--- src/rtl/cmd_issuer_if.sv ---
// rtl/cmd_issuer_if.sv - command/response link between cmd_issuer and CommMaster
interface cmd_issuer_if;
    logic [7:0]  cmd;
    logic [15:0] data;
    logic        snd_cmd;
    logic        frm_snt;
    logic        resp_rdy;
    logic [7:0]  resp;

    modport master (
        output cmd, data, snd_cmd,
        input  frm_snt, resp_rdy, resp
    );

    modport slave (
        input  cmd, data, snd_cmd,
        output frm_snt, resp_rdy, resp
    );
endinterface

--- src/rtl/cmd_issuer.sv ---
// rtl/cmd_issuer.sv - issues one command per go, waits for frame/response, reports status (optional retries: CMD_ISSUE_RETRY_EN)
module cmd_issuer #(
    parameter int TMO_W     = 20,
    parameter int MAX_RETRY = 2
) (
    input  logic                clk,
    input  logic                rst_n,
    input  logic                go,
    input  logic [7:0]          cmd_in,
    input  logic [15:0]         data_in,
    cmd_issuer_if.master        link,
    output logic                busy,
    output logic                done,
    output logic                ack_ok,
    output logic                nak,
    output logic                tmo_err,
    output logic [7:0]          batt_lvl
);

    localparam logic [7:0] REQ_BATT = 8'h01;
    localparam logic [7:0] MAX_CODE = 8'h08;
    localparam logic [7:0] ACK      = 8'hA5;

    typedef enum logic [2:0] {
        IDLE,
        SEND,
        WAIT_FRM,
        WAIT_RESP,
        FIN
    } state_t;

    state_t             state;
    logic [7:0]         cmd_q;
    logic [15:0]        data_q;
    logic               snd_q;
    logic [TMO_W-1:0]   timer;

    logic               code_valid;
    logic               resp_good;
    logic               frm_now;
    logic               evt_ok;
    logic               evt_fail;
    logic               can_retry;

`ifdef CMD_ISSUE_RETRY_EN
    localparam int RW = $clog2(MAX_RETRY + 2);
    logic [RW-1:0]      retry;
    assign can_retry = int'(retry) < MAX_RETRY;
`else
    assign can_retry = 1'b0;
`endif

    assign link.cmd     = cmd_q;
    assign link.data    = data_q;
    assign link.snd_cmd = snd_q;

    // Event decode for the waiting states: a response byte always takes
    // priority over frame-sent and over the timeout.
    assign code_valid = (cmd_in != 8'h00) && (cmd_in <= MAX_CODE);
    assign resp_good  = (cmd_q == REQ_BATT) || (link.resp == ACK);
    assign frm_now    = (state == WAIT_FRM) && link.frm_snt;
    assign evt_ok     = link.resp_rdy && resp_good;
    assign evt_fail   = link.resp_rdy ? !resp_good : ((timer == '1) && !frm_now);

    // Transaction FSM with registered strobes and sticky status flags.
    always_ff @(posedge clk or negedge rst_n) begin
        if (!rst_n) begin
            state    <= IDLE;
            cmd_q    <= 8'h00;
            data_q   <= 16'h0000;
            snd_q    <= 1'b0;
            timer    <= '0;
            busy     <= 1'b0;
            done     <= 1'b0;
            ack_ok   <= 1'b0;
            nak      <= 1'b0;
            tmo_err  <= 1'b0;
            batt_lvl <= 8'h00;
`ifdef CMD_ISSUE_RETRY_EN
            retry    <= '0;
`endif
        end else begin
            case (state)
                IDLE: begin
                    snd_q <= 1'b0;
                    done  <= 1'b0;
                    if (go) begin
                        cmd_q   <= cmd_in;
                        data_q  <= data_in;
                        ack_ok  <= 1'b0;
                        tmo_err <= 1'b0;
                        busy    <= 1'b1;
`ifdef CMD_ISSUE_RETRY_EN
                        retry   <= '0;
`endif
                        if (code_valid) begin
                            nak   <= 1'b0;
                            snd_q <= 1'b1;
                            state <= SEND;
                        end else begin
                            // Unknown codes never reach the link.
                            nak   <= 1'b1;
                            done  <= 1'b1;
                            state <= FIN;
                        end
                    end
                end
                SEND: begin
                    snd_q <= 1'b0;
                    timer <= '0;
                    state <= WAIT_FRM;
                end
                WAIT_FRM, WAIT_RESP: begin
                    if (evt_ok) begin
                        if (cmd_q == REQ_BATT) begin
                            batt_lvl <= link.resp;
                        end
                        ack_ok <= 1'b1;
                        done   <= 1'b1;
                        state  <= FIN;
                    end else if (evt_fail) begin
                        if (can_retry) begin
`ifdef CMD_ISSUE_RETRY_EN
                            retry <= retry + 1'b1;
`endif
                            snd_q <= 1'b1;
                            state <= SEND;
                        end else begin
                            nak     <= link.resp_rdy;
                            tmo_err <= !link.resp_rdy;
                            done    <= 1'b1;
                            state   <= FIN;
                        end
                    end else if (frm_now) begin
                        timer <= '0;
                        state <= WAIT_RESP;
                    end else if (timer != '1) begin
                        timer <= timer + 1'b1;
                    end
                end
                FIN: begin
                    done  <= 1'b0;
                    busy  <= 1'b0;
                    state <= IDLE;
                end
                default: begin
                    snd_q <= 1'b0;
                    done  <= 1'b0;
                    busy  <= 1'b0;
                    state <= IDLE;
                end
            endcase
        end
    end

endmodule

--- src/flat_wrapper.sv ---
// flat-port wrapper written by rule: the top's interface ports become plain ports
module cmd_issuer_flat 
#(
    parameter int TMO_W     = 20,
    parameter int MAX_RETRY = 2
)
  (clk, rst_n, go, cmd_in, data_in, busy, done, ack_ok, nak, tmo_err, batt_lvl, link_cmd, link_data, link_snd_cmd, link_frm_snt, link_resp_rdy, link_resp);
  cmd_issuer_if link_i ();
  input  logic clk;
  input  logic rst_n;
  input  logic go;
  input  logic [7:0] cmd_in;
  input  logic [15:0] data_in;
  output logic busy;
  output logic done;
  output logic ack_ok;
  output logic nak;
  output logic tmo_err;
  output logic [7:0] batt_lvl;
  output wire logic [$bits(link_i.cmd)-1:0] link_cmd;
  output wire logic [$bits(link_i.data)-1:0] link_data;
  output wire logic [$bits(link_i.snd_cmd)-1:0] link_snd_cmd;
  input wire logic [$bits(link_i.frm_snt)-1:0] link_frm_snt;
  input wire logic [$bits(link_i.resp_rdy)-1:0] link_resp_rdy;
  input wire logic [$bits(link_i.resp)-1:0] link_resp;
  assign link_cmd = link_i.cmd;
  assign link_data = link_i.data;
  assign link_snd_cmd = link_i.snd_cmd;
  assign link_i.frm_snt = link_frm_snt;
  assign link_i.resp_rdy = link_resp_rdy;
  assign link_i.resp = link_resp;
  cmd_issuer #(.TMO_W(TMO_W), .MAX_RETRY(MAX_RETRY)) u_core (.clk(clk), .rst_n(rst_n), .go(go), .cmd_in(cmd_in), .data_in(data_in), .link(link_i), .busy(busy), .done(done), .ack_ok(ack_ok), .nak(nak), .tmo_err(tmo_err), .batt_lvl(batt_lvl));
endmodule
--- config.mk ---
export PLATFORM = sky130hd
export DESIGN_NAME = cmd_issuer_flat
export DESIGN_NICKNAME = d
export VERILOG_FILES = /design/src/rtl/cmd_issuer_if.sv /design/src/rtl/cmd_issuer.sv /design/src/flat_wrapper.sv
export SDC_FILE = /design/constraint.sdc
export NUM_CORES = 1
export LEC_CHECK = 0
export ABC_AREA = 1
export CORE_UTILIZATION = 43
export CTS_CLUSTER_SIZE = 12
export DETAILED_ROUTE_END_ITERATION = 12
export HOLD_SLACK_MARGIN = 0.03
export PLACE_DENSITY = 0.83
export SETUP_SLACK_MARGIN = 0.3
export SYNTH_ARGS = -nofsm -noshare
export SYNTH_HDL_FRONTEND = slang
export SYNTH_SLANG_ARGS = --single-unit
--- constraint.sdc ---
create_clock -name clk -period 1.55 [get_ports clk]
set_input_delay 0.2325 -clock clk [delete_from_list [all_inputs] [get_ports clk]]
set_output_delay 0.2325 -clock clk [all_outputs]
set_load 0.01 [all_outputs]
; ---- Yosys cells after proc, flatten, opt, wreduce, memory -nomap -nowiden
; Cells that the tools add are included.
[word_totals]
reg_bits = 61
input_bits = 37
output_inout_bits = 38
elab_cells = 86
[op_classes]
addsub = 1
order_cmp = 1
eq_ne = 16
n_mux = 32
n_bitwise = 2
n_reduce_logical = 23
[op_table]
columns = op, count
row1 = $mux 20, 4
row2 = $pmux 20 s2, 1
row3 = $add 20x1->20 const B, 1
row4 = $eq 20x20->1 const B, 1
row5 = $ne 20x20->1 const B, 1
row6 = $mux 1, 15
row7 = $mux 3, 5
row8 = $pmux 1 s2, 5
row9 = $pmux 3 s3, 1
row10 = $eq 8x1->1 const B, 1
row11 = $eq 8x8->1 const B, 1
row12 = $le 8x4->1 const B, 1
row13 = $reduce_and 2->1, 4
row14 = $reduce_and 4->1, 2
row15 = $reduce_bool 8->1, 1
row16 = $eq 3x2->1 const B, 2
row17 = $ne 2x2->1 const B, 3
row18 = $ne 3x1->1 const B, 2
row19 = $reduce_and 3->1, 2
row20 = $reduce_or 3->1, 2
row21 = $logic_and 1x1->1, 4
row22 = $ne 2x1->1 const B, 2
row23 = $ne 4x1->1 const B, 1
row24 = $reduce_bool 2->1, 2
row25 = 8 further kinds, 11

; ---- Depth between registers and ports, before layout
; Gate-level depths: netlist of the first run.
[depth]
word_depth = 8
ltp_mapped = 12
depth_no_buf = 12

; ---- Worst setup path before layout of the first run
; OpenSTA, ideal clock, no wires.
[synth_timing]
kind = register to register
from = register u_core.timer[0]
to = register u_core.timer[2]
setup_time_ns = 0.119
t_arrival_ns = 1.581
required_time_ns = 1.431
setup_slack_ns = -0.150
stages_incl_launch_ff = 12
n_path_buf = 1
synth_period_minus_slack_ns = 1.700
path_cell_list = dfrtp_1 > ha_1 > nand2_1 > nor2_4 > nand2_2 > nor2_4 > nand2_1 > nand2_2 > nand2_4 > buf_6 > a21oi_1 > nor2_1
[synth_via]
elab_chain_len = 6
elab_cells_between_ends = 13
classes_between = 1 x add/sub / 4 x eq/ne / 6 x mux / 2 x reduce/logical
[synth_rtl]
columns = element, line
row1 = start: declaration, cmd_issuer.sv:36  ; logic [TMO_W-1:0] timer;
row2 = start signal: assignment, cmd_issuer.sv:138  ; timer <= timer + 1'b1;
row3 = $add 20x1->20, cmd_issuer.sv:138
row4 = $mux 20, cmd_issuer.sv:137  ; end else if (timer != '1) begin
row5 = $mux 20, cmd_issuer.sv:134  ; end else if (frm_now) begin
row6 = $mux 20, cmd_issuer.sv:121  ; end else if (evt_fail) begin
row7 = $mux 20, cmd_issuer.sv:114  ; if (evt_ok) begin
row8 = $pmux 20 s2, cmd_issuer.sv:83  ; case (state)
; Parallel ways exist; a longest one is shown, timed or not. The select of a mux whose other input is x is not followed.
; A chain may end at the register's enable or synchronous reset.

; ---- Final worst setup path of the first run
[layout_timing]
from = register u_core.state[2]
to = register u_core.timer[14]
[layout_via]
elab_chain_len = 7
elab_cells_between_ends = 17
classes_between = 6 x eq/ne / 5 x mux / 6 x reduce/logical
[layout_rtl]
columns = element, line
row1 = start: declaration, cmd_issuer.sv:32  ; state_t state;
row2 = start signal: assignment, cmd_issuer.sv:68  ; state <= IDLE;
row3 = start signal: assignment, cmd_issuer.sv:99  ; state <= SEND;
row4 = start signal: assignment, cmd_issuer.sv:104  ; state <= FIN;
row5 = $eq 3x2->1, "cmd_issuer.sv:61, cmd_issuer.sv:83"
row6 = $logic_and 1x1->1, cmd_issuer.sv:61  ; assign frm_now = (state == WAIT_FRM) && link.frm_snt;
row7 = $logic_not 1->1, cmd_issuer.sv:63  ; assign evt_fail = link.resp_rdy ? !resp_good : ((timer == '1) && !frm_now);
row8 = $logic_and 1x1->1, cmd_issuer.sv:63
row9 = $mux 1, cmd_issuer.sv:63
row10 = $ne 2x2->1 (no source line), -
row11 = $reduce_and 4->1 (no source line), -
; Parallel ways exist; a longest one is shown, timed or not. The select of a mux whose other input is x is not followed.

==> impl_summary.txt, run 1 <==
----------------------------------------------------
[Run status]
  Outcome ... finished, violations left
  Failing checks ... setup timing

[Worst setup path]
  Number of cells on the worst reg-to-reg path ... 8
  Worst setup SP type ... flip-flop
  Data required time of the critical path ... 1790 ps
  Reg-to-reg endpoint ... u_core.timer[14]
  Critical setup path kind ... flip-flop to flip-flop
  Worst r2r src ... u_core.state[2]
  Worst R2R Setup Slack ... -120 ps
  Maximum fanout encountered on the critical timing path ... 17
  Crit path capture type ... flip-flop
  WP data arrival ... 1900 ps

[STA]
  Period utilisation layout ... 107%
  RSZ-0062 raised after global routing ... true
  Final-report setup violation count ... 22
  Worst path setup slack after routing ... -116 ps
  Fin Setup TNS ... -1200 ps
  Post-layout minimum cycle time ... 1670 ps
  Final count of hold timing violations ... 0
  Fmax ... 600 MHz
  Clock skew ... 17.0 ps
  Transition time at the pin with the least slew margin ... 495 ps
  Pins Over Slew Limit ... 0
  Max-slew headroom at the worst pin ... 67.0%

[Routing]
  Number of DRC markers after the initial detailed-route iteration ... 288
  Routed wire per std cell ... 17.2 µm
  First drt pass iteration count ... 5
  Remaining number of nets flagged by the antenna check after routing ... 0
  Aggregate routed wire length ... 10.1 mm
  Vias/cell ... 5.40
  Count of vias placed by the detailed router ... 3167
  Drc violations ... 0

[Clock network]
  Clock tree from TritonCTS ... yes
  CTS HTree Levels ... 3
  CTS buffer count ... 9
  Clk sink count ... 61
  Master cell of the clock root buffer ... clkbuf_8
  Clock edge transition at the registers on the reported setup and hold paths ... 70 ps
  Number of buffers between clock root and the deepest sink ... 2
  Skew-Pair Late Insertion Delay ... 360 ps

[Placed design]
  Count of input and output buffers ... 74
  Placed insts ... 545
  Cell area reported after detailed placement ... 4160 µm²
  Placer's final routability congestion estimate ... 0.926
  Half-perimeter wire length after detailed placement ... 5.67 mm

[Synthesis]
  Cell with the most instances after synthesis ... nand2_1
  Distinct cell type count of the synthesized netlist ... 32
  Cells taking the most area after synthesis ... dfrtp_1, nand2_1, inv_1
  Total standard cell area after synthesis ... 2980 µm²
  Count of synthesis-stage warnings from yosys ... 0
  Flop and latch count out of synthesis ... 61
  Proportion of register bits with asynchronous set or reset after synthesis ... 100%
  Number of standard cells after synthesis ... 360
  Syn nets ... 398
  Sequential cell area fraction in the yosys report ... 51.3%
  Leading register cell type out of synthesis ... dfrtp_1
  Count of flip-flops with a built-in enable after synthesis ... 0
  Synth top area share ... 51.3%
  Cell types with the highest counts after synthesis ... nand2_1, dfrtp_1, inv_1
  Average instance area after synthesis ... 8.27 µm²
  Library cell occupying the most area in the post-synthesis netlist ... dfrtp_1

[Finish]
  Number of antenna repair diodes ... 0
  Nets ... 543
  Post-route cell area ... 4980 µm²
  Non-Filler Instances ... 587
  Share of post-route cells with drive strength above 1 ... 39.2%
  Layout overhead on the synthesized area ... 67.1%

[Global routing]
  Number of global-route vias before repair ... 3027
  Total GRT Usage ... 24.0%
  First-pass GRT wire length ... 13.6 mm
  Largest net degree at the start of global routing ... 27
  Antenna violations before repair ... 0
  Grt total ovfl ... 0

[Pwr]
  Sw Ratio ... 38.0%
  Part of the total power dissipated in combinational logic ... 45.1%
  Register share of total power ... 33.5%
  Part of the power in the clock network ... 21.3%
  Worst vdd rail ir drop ... 1.24 mV
  Total net switching power ... 2990 µW
  Cell area power density ... 1580 nW/µm²
  Pint ... 4880 µW
  Lkg Pwr ... 0.00242 µW

[Floorplanning]
  Core area ... 6530 µm²
  Number of top-level pins ... 75
  Y dimension of the die ... 85.2 µm
  Row count ... 29
  Area of the die ... 7260 µm²
  Width of the die ... 85.2 µm
  Effective utilization at floorplan ... 45.6%

[Flow run]
  Reported max-cap violation count ... 0

[Worst hold path]
  HP Class ... input pin to asynchronous set/reset pin

----------------------------------------------------
==> metrics by stage <==
stage,hold slack [ps],utilization [%],power (µW),setup slack [ps]
final,385,76.2,7870,-116
after floorplan,-63.1,-,3770,-52.7
after global placement,215,63.8,5120,-140
after detailed placement,222,63.8,5210,-200
after CTS,409,69.1,6850,-31.1
after global routing,428,76.2,8230,-199
==> layer usage <==
layer,vias to the layer above,share of wire (%),GRT usage [%]
met5,-,0,0
met4,0,2.1,9.86
met3,24,5.0,6.23
met2,131,53,40.9
met1,1568,40,29.1
li1,1444,-,-
==> critical path, cell delays in order, from the launching register on <==
cell and delay (ps):
dfrtp_1 430, inv_2 80, nand2_2 100, nor2_1 320
nand2_4 120, nand2_8 110, buf_12 170, nand2_1 60
a21boi_2 150
==> placed cells by master (no fill, tap or decap), types with 9 or more instances in the layout <==
| master | instances |
|---|---|
| buf_6 | 9 |
| o21ai_1 | 11 |
| clkdlybuf4s50_1 | 35 |
| inv_1 | 32 |
| clkdlybuf4s15_1 | 23 |
| nand2_4 | 18 |
| nand2_2 | 32 |
| clkbuf_8 | 11 |
| dfrtp_1 | 60 |
| nand2_1 | 80 |
| nor2_1 | 20 |
| clkbuf_2 | 12 |
| buf_4 | 50 |
| nand3_1 | 11 |
==> worst max path at each step <==
stage | startpoint | endpoint | slack, ps | cells past startpoint
final | u_core.state[2] | u_core.timer[14] | -120 | 8
after global placement | link_frm_snt | u_core.timer[5] | -140 | 9
after detailed placement | link_frm_snt | u_core.timer[2] | -200 | 10
after global routing | u_core.state[2] | u_core.timer[16] | -200 | 8
after CTS | u_core.timer[0] | u_core.timer[18] | -30 | 13
after floorplan | u_core.timer[0] | u_core.timer[2] | -50 | 11
==> final cells by class <==
type	count	area, µm²
multi-input cells	254	1630
fillers	375	1550
flip-flops and latches	61	1530
repair buffers	142	1350
clock buffers	11	151
inverters	37	146
well taps	77	96.3
clock inverters	5	81.3
==> power by group through the flow <==
stage	Sequential [µW]	Clock (µW)	Combinational, µW
2_1_floorplan	2710	0	1050
3_3_place_gp	2530	0	2590
3_5_place_dp	2530	0	2670
4_1_cts	2520	1650	2670
5_1_grt	2680	1760	3790
6_report	2640	1680	3550
==> what timing repair did <==
item	4_1_cts	5_1_grt
pin swaps	8	23
hold buffers	1	0
hold endpoints to repair	15	0
setup endpoints to repair	98	81
resized for setup	81	131
cloned	0	4
buffers inserted	8	13
==> cells by family after synthesis <==
| logic type | synth area share (%) |
|---|---|
| compound gates | 9.54 |
| simple gates | 27.7 |
| xor+xnor | 2.35 |
| fa+ha+maj | 0.420 |
| buf+inv | 6.47 |
| mux | 2.27 |
| flops | 51.3 |
==> state kept, by name (all words and copies together), names as in the netlist <==
name and flops:
u_core.link.data 16, u_core.batt_lvl 8, u_core.link.snd_cmd 1, u_core.busy 1, u_core.link.cmd 8, u_core.ack_ok 1
u_core.tmo_err 1, u_core.state 3, u_core.done 1, u_core.nak 1, u_core.timer 20
Note: power is estimated with default switching activity, not from simulation.
==> inputs of run 2 (changes only) <==
Settings changed: CELL_PAD_IN_SITES_DETAIL_PLACEMENT from default to 0, CELL_PAD_IN_SITES_GLOBAL_PLACEMENT from default to 2, CORE_UTILIZATION 43 to 25, PLACE_DENSITY 0.83 to 0.84.
==> impl_summary.txt, run 2 (same netlist as run 1, synthesis figures left out) <==
----------------------------------------------------
[STA]
  Fin Setup TNS ... -646 ps
  Worst path setup slack after routing ... -71.2 ps
  Transition time at the pin with the least slew margin ... 372 ps
  Pins Over Slew Limit ... 0
  Max-slew headroom at the worst pin ... 75.2%
  Fmax ... 617 MHz
  RSZ-0062 raised after global routing ... true
  Final-report setup violation count ... 22
  Post-layout minimum cycle time ... 1620 ps
  Period utilisation layout ... 105%
  Final count of hold timing violations ... 0
  Clock skew ... 6.04 ps

[Finish]
  Flip-flop count of the largest register after layout ... 20
  Most frequent cells in the layout ... nand2_1, dfrtp_1, buf_4
  Most flops, register ... u_core.timer
  Nets ... 551
  Layout overhead on the synthesized area ... 78.7%
  Post-route cell area ... 5320 µm²
  Register Area ... 1530 µm²
  Most common cell after layout, fill and taps aside ... nand2_1
  Area of the multi-input gates ... 1600 µm²
  Fill cell instance count of the final layout ... 1122
  Share of post-route cells with drive strength above 1 ... 36.7%
  Number of antenna repair diodes ... 0

[Clock network]
  Clk sink count ... 61
  Clock tree from TritonCTS ... yes
  Skew-Pair Late Insertion Delay ... 330 ps
  Number of buffers between clock root and the deepest sink ... 2
  CTS HTree Levels ... 3
  Clock edge transition at the registers on the reported setup and hold paths ... 60 ps
  Master cell of the clock root buffer ... clkbuf_16
  CTS buffer count ... 9

[Worst setup path]
  Most Frequent Cell on Critical Path ... nand2_4
  Data required time of the critical path ... 1770 ps
  Critical setup path kind ... flip-flop to flip-flop
  Reg-to-reg endpoint ... u_core.timer[18]
  Number of cells on the worst reg-to-reg path ... 13
  Gate family responsible for the most delay along the worst path ... simple AND/OR/NAND/NOR gates
  Library cell contributing the largest single delay on the critical path ... dfrtp_1
  Largest stage delay on the critical path ... 390 ps
  Worst R2R Setup Slack ... -70 ps
  Crit path capture type ... flip-flop
  WP data arrival ... 1840 ps
  Worst setup SP type ... flip-flop
  Crit path cell chain ... ha_4 > nand2_4 > nor2_4 > nand2_4 > nor2_4 > nand2_2 > nand2_4 > nand2_8 > buf_6 > nand3b_1 > nand2_1 > nand2_1 > inv_1
  Worst r2r src ... u_core.timer[1]
  Count of buffer and inverter cells on the critical path ... 2
  Maximum fanout encountered on the critical timing path ... 8

[Floorplanning]
  Y dimension of the die ... 111 µm
  Number of top-level pins ... 75
  Width of the die ... 111 µm
  Effective utilization at floorplan ... 25.9%
  Row count ... 39
  Area of the die ... 12400 µm²
  Core area ... 11500 µm²

[Routing]
  Count of vias placed by the detailed router ... 2908
  Routed wire per std cell ... 13.5 µm
  Vias/cell ... 4.40
  Aggregate routed wire length ... 8.94 mm
  Remaining number of nets flagged by the antenna check after routing ... 0
  First drt pass iteration count ... 4
  Number of DRC markers after the initial detailed-route iteration ... 126
  Drc violations ... 0

[Pwr]
  Register share of total power ... 31.5%
  Part of the total power dissipated in combinational logic ... 44.2%
  Pint ... 5300 µW
  Total net switching power ... 2900 µW
  Cell area power density ... 1540 nW/µm²
  Part of the power in the clock network ... 24.3%
  Worst vdd rail ir drop ... 0.702 mV
  Sw Ratio ... 35.3%
  Lkg Pwr ... 0.00255 µW

[Worst hold path]
  HP Class ... input pin to asynchronous set/reset pin

[Global routing]
  Antenna violations before repair ... 0
  Largest net degree at the start of global routing ... 62
  Number of global-route vias before repair ... 2968
  Total GRT Usage ... 14.6%
  First-pass GRT wire length ... 14.2 mm
  Grt total ovfl ... 0

[Flow run]
  Reported max-cap violation count ... 0

[Placed design]
  Cell area reported after detailed placement ... 4260 µm²
  Half-perimeter wire length after detailed placement ... 5.56 mm
  Placer's final routability congestion estimate ... 0.738
  Count of input and output buffers ... 74

[Run status]
  Failing checks ... setup timing
  Outcome ... finished, violations left

----------------------------------------------------
## run 2: cell count changes in the layout (fill, tap and decap cells not counted), moves of 4 or more
cell           change
buf_12             +4
clkbuf_16         +10
clkbuf_2           -9
clkbuf_8          -11
dlygate4sd2_1      +8
mux2_2             -5
mux2_4             +5
nand2_1            +7
nand2_2            -4
nor2_2             -4
nor2_4             +4
## run 2: worst reg2reg max path: stages (launching register included)
cell and delay (ps):
dfrtp_1 390, ha_4 160, nand2_4 50, nor2_4 110, nand2_4 80, nor2_4 110
nand2_2 70, nand2_4 90, nand2_8 90, buf_6 150, nand3b_1 70, nand2_1 50
nand2_1 60, inv_1 30
## run 2: how the worst max path moves through the flow
stage,endpoint,slack [ps],start,cells after the start
finish,u_core.timer[18],-70,u_core.timer[1],13
CTS,u_core.timer[18],-80,u_core.timer[1],13
floorplan,u_core.timer[2],-50,u_core.timer[0],11
detailed placement,u_core.timer[5],-190,link_frm_snt,10
global route,u_core.timer[18],-190,u_core.timer[1],13
global placement,u_core.timer[18],-150,link_frm_snt,12
## run 2: layout make-up
type,instances,area share [%]
Timing Repair inverter,1,0.212
Timing Repair Buffer,149,29.1
Sequential cell,61,28.7
Tap cell,143,3.36
Clock buffer,9,4.23
Inverter,37,2.99
Clock inverter,7,1.25
Multi-Input combinational cell,254,30.1
## run 2: metal layers
metal / routed length, µm / track usage (%) / share of wire [%]
met5: 0 / 0 / 0
met4: 73 / 4.32 / 0.82
met3: 564 / 5.19 / 6.3
met2: 4290 / 23.8 / 48
met1: 4010 / 18.2 / 45
## run 2: stage by stage
step | std cells | setup slack (ps) | power, µW | hold WS, ps | util [%]
floorplan | 360 | -52.7 | 3770 | -63.1 | -
global placement | 615 | -153 | 5240 | 277 | 37.0
finish | 661 | -71.2 | 8200 | 442 | 46.2
global route | 661 | -189 | 8720 | 459 | 46.2
CTS | 645 | -78.5 | 7560 | 425 | 42.0
detailed placement | 615 | -187 | 5270 | 279 | 37.0
## run 2: power groups by stage
stage / Clock, µW / Combinational, µW / Sequential, µW
after CTS: 2050 / 2990 / 2530
final: 1990 / 3630 / 2580
after global placement: 0 / 2720 / 2520
after floorplan: 0 / 1050 / 2710
after detailed placement: 0 / 2740 / 2530
after global routing: 2120 / 3950 / 2650
## run 2: what timing repair did
item                                    CTS  global route
endpoints found under the setup margin   99            86
hold endpoints to repair                 61             0
gates resized for setup                  87           112
buffers inserted                          9            11
hold buffers                              1             0
pin swaps                                 7            22
gates cloned                              4             5
